[src/rtl/serial_adder.sv]
// Bit-serial adder: one full-adder slice plus a carry register,
// adding two WIDTH-bit operands LSB first over WIDTH cycles.
module serial_adder #(
  parameter int WIDTH = 8
) (
  input  logic             clk,
  input  logic             rst_n,
  input  logic             start,
  input  logic [WIDTH-1:0] a,
  input  logic [WIDTH-1:0] b,
  input  logic             cin,
  output logic             busy,
  output logic             done,
  output logic [WIDTH-1:0] s,
  output logic             cout
);

  localparam int CW = $clog2(WIDTH) + 1;
  localparam logic [CW-1:0] LAST = CW'(WIDTH - 1);

  typedef enum logic [1:0] {
    IDLE,
    RUN,
    DONE
  } state_e;

  state_e           state_q, state_d;
  logic [WIDTH-1:0] shift_a_q, shift_a_d;
  logic [WIDTH-1:0] shift_b_q, shift_b_d;
  logic [WIDTH-1:0] partial_q, partial_d;
  logic [WIDTH-1:0] s_q, s_d;
  logic [CW-1:0]    count_q, count_d;
  logic             carry_q, carry_d;
  logic             cout_q, cout_d;
  logic             busy_q, busy_d;
  logic             done_q, done_d;

  logic             sum_bit;
  logic             carry_nxt;
  logic [WIDTH-1:0] partial_nxt;

  // The single full-adder slice.
  assign sum_bit     = shift_a_q[0] ^ shift_b_q[0] ^ carry_q;
  assign carry_nxt   = (shift_a_q[0] & shift_b_q[0]) |
                       (shift_a_q[0] & carry_q) |
                       (shift_b_q[0] & carry_q);
  assign partial_nxt = {sum_bit, partial_q[WIDTH-1:1]};

  always_comb begin
    state_d   = state_q;
    shift_a_d = shift_a_q;
    shift_b_d = shift_b_q;
    partial_d = partial_q;
    s_d       = s_q;
    count_d   = count_q;
    carry_d   = carry_q;
    cout_d    = cout_q;
    unique case (state_q)
      IDLE: begin
        if (start) begin
          shift_a_d = a;
          shift_b_d = b;
          carry_d   = cin;
          count_d   = '0;
          partial_d = '0;
          state_d   = RUN;
        end
      end
      RUN: begin
        shift_a_d = shift_a_q >> 1;
        shift_b_d = shift_b_q >> 1;
        partial_d = partial_nxt;
        carry_d   = carry_nxt;
        count_d   = count_q + 1'b1;
        if (count_q == LAST) begin
          s_d     = partial_nxt;
          cout_d  = carry_nxt;
          state_d = DONE;
        end
      end
      DONE: begin
        state_d = IDLE;
      end
      default: begin
        state_d = IDLE;
      end
    endcase
    // Status flags follow the next state so they come straight from flops.
    busy_d = (state_d != IDLE);
    done_d = (state_d == DONE);
  end

  always_ff @(posedge clk or negedge rst_n) begin
    if (!rst_n) begin
      state_q   <= IDLE;
      shift_a_q <= '0;
      shift_b_q <= '0;
      partial_q <= '0;
      s_q       <= '0;
      count_q   <= '0;
      carry_q   <= 1'b0;
      cout_q    <= 1'b0;
      busy_q    <= 1'b0;
      done_q    <= 1'b0;
    end else begin
      state_q   <= state_d;
      shift_a_q <= shift_a_d;
      shift_b_q <= shift_b_d;
      partial_q <= partial_d;
      s_q       <= s_d;
      count_q   <= count_d;
      carry_q   <= carry_d;
      cout_q    <= cout_d;
      busy_q    <= busy_d;
      done_q    <= done_d;
    end
  end

  assign busy = busy_q;
  assign done = done_q;
  assign s    = s_q;
  assign cout = cout_q;

endmodule
[config.mk]
export PLATFORM = sky130hd
export DESIGN_NAME = serial_adder
export DESIGN_NICKNAME = d
export VERILOG_FILES = /design/src/rtl/serial_adder.sv
export SDC_FILE = /design/constraint.sdc
export NUM_CORES = 1
export LEC_CHECK = 0
export CORE_MARGIN = 3
export CORE_UTILIZATION = 35
export DETAILED_ROUTE_END_ITERATION = 8
export PLACE_DENSITY_LB_ADDON = 0.08
export SLEW_MARGIN = 0
export SYNTH_ARGS = -nofsm -noshare
export SYNTH_HDL_FRONTEND = slang
export SYNTH_SLANG_ARGS = --single-unit
export TNS_END_PERCENT = 30
[constraint.sdc]
create_clock -name clk -period 1.7 [get_ports clk]
set_clock_uncertainty 0.2 [all_clocks]
set_input_delay 0.425 -clock clk [delete_from_list [all_inputs] [get_ports clk]]
set_output_delay 0.425 -clock clk [all_outputs]
set_load 0.005 [all_outputs]
# Word level (Yosys, flattened, before mapping)
# Index checks and enable logic that the tools add are counted.
[totals]
input_bits = 20
out_inout_bits = 11
ff_bits = 42
[classes]
bitwise = 7
add_sub_neg = 1
n_eq_ne = 4
muxes = 13
n_reduce_logical = 5
[op_table]
columns = ["operator", "n"]
rows = [
  ["$pmux W8 S2", 3],
  ["$mux W8", 3],
  ["$pmux W4 S2", 1],
  ["$add A4 B1 Y4 const B", 1],
  ["$eq A4 B3 Y1 const B", 1],
  ["$mux W2", 2],
  ["$mux W4", 1],
  ["$pmux W2 S2", 1],
  ["$reduce_and A2 Y1", 2],
  ["$reduce_bool A2 Y1", 2],
  ["$and A1 B1 Y1", 3],
  ["$eq A2 B1 Y1 const B", 1],
  ["$eq A2 B2 Y1 const B", 1],
  ["$logic_not A2 Y1", 1],
  ["$ne A2 B2 Y1 const B", 1],
  ["$or A1 B1 Y1", 2],
  ["$pmux W1 S2", 1],
  ["$xor A1 B1 Y1", 2],
  ["$mux W1", 1],
]

# Longest topological paths before layout
# Gate-level depths: netlist of the first run.
[logic_depth]
word_depth = 4
depth_mapped = 5
depth_no_buf = 4

# Worst setup path before layout of the first run
# No wires, ideal clock.
[synth_path]
path_kind = "register to register"
startpoint = "reg count_q[0]"
endpoint = "reg s_q[0], in the netlist s[0]"
stages_incl_launch_ff = 5
period_less_slack_ps = 1653
arrival_ps = 1328
path_slack_ps = 47
cell_sequence = "dfrtp_1 > ha_1 > nand2_1 > nor3_4 > mux2_2"
[synth_via]
elab_chain_cells = 2
[synth_rtl]
columns = ["element", "line", "source"]
rows = [
  ["start: declaration", "32", "logic [CW-1:0] count_q, count_d;"],
  ["start signal: assignment", "111", "count_q <= count_d;"],
  ["$eq A4 B3 Y1", "75", "if (count_q == LAST) begin"],
  ["$reduce_and A2 Y1 (no source line)", "--", ""],
  ["end signal: assignment", "99", "s_q <= '0;"],
  ["end signal: assignment", "110", "s_q <= s_d;"],
  ["end: declaration", "31", "logic [WIDTH-1:0] s_q, s_d;"],
]
# Every way passes these cells.
# A chain may end at the register's enable or synchronous reset.

# Worst setup path in the final report of the first run
[layout_path]
startpoint = "reg count_q[1]"
endpoint = "reg s_q[3], in the netlist s[3]"
# Same word-level chain as after synthesis.

==> key figures, run 1 <==
Hold path
  – Hold EP: s[6]
  – Hold Path Cell Cnt: 1
  – Hold_sp: s[6]
  – Hold Path Class: reg2reg

Run status
  – Status: complete, no violations

Clock network
  – Clk root buf: clkbuf_8
  – H-tree depth: 2
  – Clock buffer count from CTS: 5
  – Skew-Pair Late Insertion Delay: 0.29 ns
  – TritonCTS clock tree: done
  – Clk sinks: 41
  – Worst-path clk slew: 0.08 ns
  – Max Buffers Root-to-Sink: 2

GRT
  – First-pass GRT wire length: 5.816 mm
  – GR Util met1: 18.30%
  – Most used routing layer: met2
  – Total grt overflow: 0
  – Initial antenna violation count: 0
  – Grt met2 use: 20.81%
  – Vias in the first global route: 1237
  – Largest net degree at the start of global routing: 42
  – Gr usage total: 13.67%
  – Met3 usage: 3.430%

Critical path
  – Data required time of the worst path: 1.68 ns
  – CP endpoint kind: register
  – R2R depth: 5
  – CP max FO: 6
  – CP Launch Type: register
  – CP Class: reg2reg
  – R2R setup slack: 0.08 ns
  – CP arrival: 1.60 ns
  – FF-to-FF Start: count_q[1]
  – Worst reg2reg path endpoint: s[3]

Floorplanning
  – Total I/O pin count: 31
  – DIE HEIGHT: 75.39 um
  – Starting Density: 37.42%
  – Num rows: 24
  – Die X: 75.39 um
  – Die area: 0.005684 mm^2
  – Core ar.: 0.004504 mm^2

Pwr
  – Net Sw Frac: 33.81%
  – Int Pwr: 2.696 mW
  – Leak: 1.090 nW
  – Comb power frac: 39.0%
  – Net Sw Power: 1.377 mW
  – Peak VDD IR: 0.0007929 V
  – Seq pwr share: 40.9%
  – Tot Pwr: 4.074 mW
  – Pwr Density: 1761 mW/mm^2
  – Clock network power share: 20.0%

Place
  – Dpl cells: 242
  – RePlAce Congestion: 0.7553
  – Final HPWL DP: 2.398 mm
  – Placed cell areas: 0.002117 mm^2
  – PortBufs: 30

Synth
  – Sequential share of the synthesized area: 60.88%
  – Syn Area/Cell: 10.80 um^2
  – Asr flop ratio synth: 100.0%
  – Synth warn: 0
  – Post-synth design cell area: 0.001685 mm^2
  – Number of synthesized register bits: 41
  – Most used DFF post-synth: dfrtp_1
  – EDFF count, synth: 0
  – Post-Syn Nets: 178
  – Post-Syn Instances: 156
  – Distinct cells, synth: 24

Route
  – Detail Route Antenna Nets: 0
  – Average wire per standard cell: 14.53 um
  – DR pass1 iterations: 4
  – WL final: 3.675 mm
  – Via/cell ratio: 5.190
  – Initial drt markers: 51
  – DRC: 0
  – Via count: 1313

Final layout
  – Layout area overhead: 37.27%
  – Ant diodes: 0
  – Most frequent standard cell in the layout excluding fill and tap cells: dfrtp_1
  – Share of layout cells above drive strength 1: 19.90%
  – Finished Layout Cells: 253
  – Commonest cells after routing, fill and taps aside: dfrtp_1, nand2_1, clkdlybuf4s50_1
  – Post-Layout Inst Area: 0.002313 mm^2
  – Final net count: 222

Timing
  – Pins Over Slew Limit: 0
  – Final critical-path share of the clock period: 95.53%
  – Worst hold slack: 0.3027 ns
  – Rel. slew slack: 77.40%
  – Final Hold Vio Count: 0
  – Least-Margin Pin Slew: 0.3390 ns
  – Final-report setup violation count: 0
  – Final TNS setup: 0 ns
  – RSZ-0062 raised after global routing: false
  – Tmin final: 1.624 ns
  – Maximum clock frequency: 615.7 MHz

Flow run
  – Total of max-cap violations: 0
[timing repair]
| item | in CTS | in global routing |
|---|---|---|
| gates cloned | 0 | 1 |
| resized for setup | 12 | 10 |
| hold buffers | 1 | 0 |
| endpoints found under the setup margin | 14 | 20 |
| buffers inserted | 1 | 0 |
| hold endpoints to repair | 41 | 0 |
| pin swaps | 0 | 1 |
[power groups by stage]
stage | logic [mW] | registers (mW) | clock network, mW
after floorplan | 0.953 | 1.64 | 0
after global placement | 1.52 | 1.66 | 0
after detailed placement | 1.58 | 1.68 | 0
after CTS | 1.53 | 1.66 | 0.846
after global routing | 1.78 | 1.72 | 0.882
final | 1.59 | 1.67 | 0.816
[flip-flops by register name, summed over array words and instances, names as in the netlist]
signal / count
s: 8
shift_a_q: 8
shift_b_q: 8
partial_q: 7
count_q: 4
state_q: 2
busy: 1
carry_q: 1
cout: 1
done: 1
[per-layer routing]
metal  vias to the layer above  wire (um)
li1                        624          -
met2                        42       1745
met3                         5        211
met5                         -          0
met4                         0         35
met1                       642       1682
[how the worst max path moves through the flow]
stage               startpoint      endpoint  slack, ns  depth (start not counted)
finish              count_q[1]          s[3]       0.08                          5
global route        count_q[1]          s[1]       0.01                          5
CTS                      start  shift_a_q[3]      0.002                          5
detailed placement       start  shift_a_q[3]      -0.33                          5
global placement         start  shift_a_q[4]      -0.32                          5
floorplan           count_q[0]          s[0]       0.05                          4
[worst max-delay path, cell delays in order, from the launching register on]
cell and delay [ns]:
dfrtp_1 0.38, ha_2 0.21, nand2_2 0.08, nor3_4 0.13
buf_4 0.18, mux2_2 0.34
[cells in the mapped netlist, types with 2 or more instances]
cell type	number	area, um^2
a21oi_1	2	10.01
buf_2	4	20.02
clkbuf_1	5	18.77
dfrtp_1	41	1026
inv_1	6	22.52
mux2_2	7	78.83
mux2i_1	3	30.03
nand2_1	23	86.33
nand3_1	10	50.05
nor2_1	12	45.04
nor3_1	13	65.06
nor3b_1	2	15.01
o21ai_0	3	15.01
o21bai_1	2	15.01
o22ai_1	14	87.58
[through the flow]
step | setup WS, ns | utilization, %
floorplan | 0.04688 | -
detailed placement | -0.3284 | 47.00
finish | 0.07596 | 51.36
global route | 0.01169 | 51.36
CTS | 0.001945 | 49.83
global placement | -0.3175 | 47.00
[area by class of cell]
| cell class | count | area (um^2) |
|---|---|---|
| Multi-Input combinational cell | 100 | 630.6 |
| Clock buffer | 6 | 82.58 |
| Clock inverter | 2 | 37.54 |
| Inverter | 6 | 22.52 |
| Tap cell | 52 | 65.06 |
| Fill cell | 419 | 2191 |
| Timing Repair Buffer | 46 | 449.2 |
| Sequential cell | 41 | 1026 |
[cells by family (layout without fill, tap and decap cells)]
kind of cell    Yosys count  count (layout)  synth area share [%]
mux                      10              10                 6.459
simple gates             65              65                 18.56
buf+inv                  15              60                 3.638
flops                    41              41                 60.88
compound gates           23              23                 8.537
fa+ha+maj                 2               2                 1.930
(Power assumes the default switching activity.)
==> run 2: changes to the inputs <==
DONT_BUFFER_PORTS = 1   (was default)
==> run 2 against run 1 <==
  * Worst setup slack worse by 0.037 ns
  * Routed wire length is 1.7% lower
  * First-iteration DRC count is 5.9% lower
  * Sequential share of layout area is 7.5 points higher
  * Clock power is 5.8% lower
  * Power is 5.7% lower
  * Sequential cell count stayed put
  * Fmax is 2.3% lower
  * Worst hold slack worse by 0.26 ns
  * Combinational power is 15% lower
  * Critical path type unchanged
==> key figures, run 2 (synthesized netlist as in run 1, its figures left out) <==
Run status
  – Status: complete, no violations (unchanged)

Timing
  – Tmin final: 1.661 ns (was 1.624 ns)
  – Worst hold slack: 0.04248 ns (was 0.3027 ns)
  – Least-Margin Pin Slew: 0.3655 ns (was 0.3390 ns)
  – Final TNS setup: 0 ns (unchanged)
  – Final critical-path share of the clock period: 97.73% (was 95.53%)
  – RSZ-0062 raised after global routing: true (was false)
  – Final Hold Vio Count: 0 (unchanged)
  – Final-report setup violation count: 0 (unchanged)
  – Maximum clock frequency: 601.9 MHz (was 615.7 MHz)
  – Pins Over Slew Limit: 0 (unchanged)
  – Setup ws final: 0.03851 ns (was 0.07596 ns)
  – Rel. slew slack: 75.58% (was 77.40%)

GRT
  – First-pass GRT wire length: 6.078 mm (was 5.816 mm)
  – Vias in the first global route: 1222 (was 1237)
  – Gr usage total: 14.23% (was 13.67%)
  – Total grt overflow: 0 (unchanged)
  – Largest net degree at the start of global routing: 42 (unchanged)
  – Initial antenna violation count: 0 (unchanged)

Route
  – DR pass1 iterations: 4 (unchanged)
  – Via/cell ratio: 5.323 (was 5.190)
  – Via count: 1155 (was 1313)
  – Initial drt markers: 48 (was 51)
  – WL final: 3.614 mm (was 3.675 mm)
  – Detail Route Antenna Nets: 0 (unchanged)
  – Average wire per standard cell: 16.65 um (was 14.53 um)
  – DRC: 0 (unchanged)

Floorplanning
  – Die X: 75.39 um (unchanged)
  – Starting Density: 37.42% (unchanged)
  – Total I/O pin count: 31 (unchanged)
  – Core ar.: 0.004504 mm^2 (unchanged)
  – DIE HEIGHT: 75.39 um (unchanged)
  – Num rows: 24 (unchanged)
  – Die area: 0.005684 mm^2 (unchanged)

Critical path
  – CP Launch Type: register (unchanged)
  – Largest stage delay on the critical path: 0.43 ns (was 0.38 ns)
  – Data required time of the worst path: 1.67 ns (was 1.68 ns)
  – Worst-path cell chain: ha_4 -> nand2_4 -> nor3_4 -> buf_6 -> mux2_4 (was ha_2 -> nand2_2 -> nor3_4 -> buf_4 -> mux2_2)
  – CP endpoint kind: register (unchanged)
  – CP Class: reg2reg (unchanged)
  – CP max FO: 6 (unchanged)
  – CP arrival: 1.63 ns (was 1.60 ns)
  – CP max stage cell: dfrtp_1 (unchanged)

Clock network
  – Clock buffer count from CTS: 5 (unchanged)
  – Clk sinks: 41 (unchanged)
  – Clk root buf: clkbuf_8 (unchanged)
  – Worst-path clk slew: 0.08 ns (about the same)
  – Max Buffers Root-to-Sink: 2 (unchanged)
  – Skew-Pair Late Insertion Delay: 0.28 ns (was 0.29 ns)
  – H-tree depth: 2 (unchanged)
  – # Post-CTS Setup Buffers: 0 (was 1)
  – TritonCTS clock tree: done (unchanged)

Final layout
  – Post-layout util: 43.94% (was 51.36%)
  – Finished Layout Cells: 217 (was 253)
  – Commonest cells after routing, fill and taps aside: dfrtp_1, nand2_1, o22ai_1 (was dfrtp_1, nand2_1, clkdlybuf4s50_1)
  – Share of layout cells above drive strength 1: 16.36% (was 19.90%)
  – Ant diodes: 0 (unchanged)
  – Post-Layout Inst Area: 0.001979 mm^2 (was 0.002313 mm^2)
  – Final net count: 186 (was 222)
  – Most frequent standard cell in the layout excluding fill and tap cells: dfrtp_1 (unchanged)
  – Layout area overhead: 17.45% (was 37.27%)

Place
  – Placed cell areas: 0.001784 mm^2 (was 0.002117 mm^2)
  – Final HPWL DP: 2.353 mm (was 2.398 mm)
  – DP Worst Slack: 0.05211 ns (was -0.3284 ns)
  – PortBufs: 0 (was 30)
  – RePlAce Congestion: 0.7060 (was 0.7553)
  – Dpl cells: 207 (was 242)

Hold path
  – Hold Path Class: in2reg (was reg2reg)

Flow run
  – Total of max-cap violations: 0 (unchanged)

Pwr
  – Peak VDD IR: 0.0007633 V (was 0.0007929 V)
  – Pwr Density: 1941 mW/mm^2 (was 1761 mW/mm^2)
  – Leak: 0.9107 nW (was 1.090 nW)
  – Tot Pwr: 3.841 mW (was 4.074 mW)
run 2: cell types whose count changed in the layout (fill, tap and decap cells not counted), sizes merged:
cell,previous run,this run
buf,15,9
clkbuf,7,6
clkdlybuf4s50,17,0
clkinv,0,1
clkinvlp,1,0
dlygate4sd2,11,0
dlymetal6s2s,1,0
run 2: power by group:
group	internal, mW	switching, mW
Combinational	0.638	0.709
Sequential	1.41	0.314
Clock	0.441	0.329
run 2: routing by layer:
layer / part of all wire [%] / GRT usage (%) / up-vias
met5: 0 / 0 / -
met4: 0.58 / 4.078 / 0
met3: 5.9 / 5.541 / 4
met2: 48 / 21.96 / 26
met1: 46 / 18.67 / 570
li1: - / - / 555
run 2: final timing paths:
check	startpoint	end	slack [ns]	cells after the start
max in group asynchronous	rst_n	shift_a_q[1]	0.70	2
max	count_q[0]	s[0]	0.04	5
min	b[7]	shift_b_q[7]	0.04	2
min in group asynchronous	rst_n	shift_b_q[0]	0.39	2
max reg2reg	count_q[0]	s[0]	0.04	5
min reg2reg	partial_q[6]	partial_q[5]	0.31	2
run 2: area by class of cell:
type,count,area [um^2]
fillers,455,2525
flip-flops and latches,41,1026
multi-input cells,100,644.4
repair buffers,10,110.1
clock buffers,6,72.57
well taps,52,65.06
clock inverters,2,38.79
inverters,6,22.52
run 2: critical path, delay by kind of cell (launching register included):
family	cells	cell delay [ns]
fa+ha+maj	1	0.18
buf+inv	1	0.17
flops	1	0.43
mux	1	0.30
simple gates	2	0.26
run 2: what timing repair did:
action / 4_1_cts / 5_1_grt
gates resized for setup: 0 / 13
endpoints found under the setup margin: 0 / 7
hold buffers: 2 / 0
hold endpoints to repair: 41 / 0
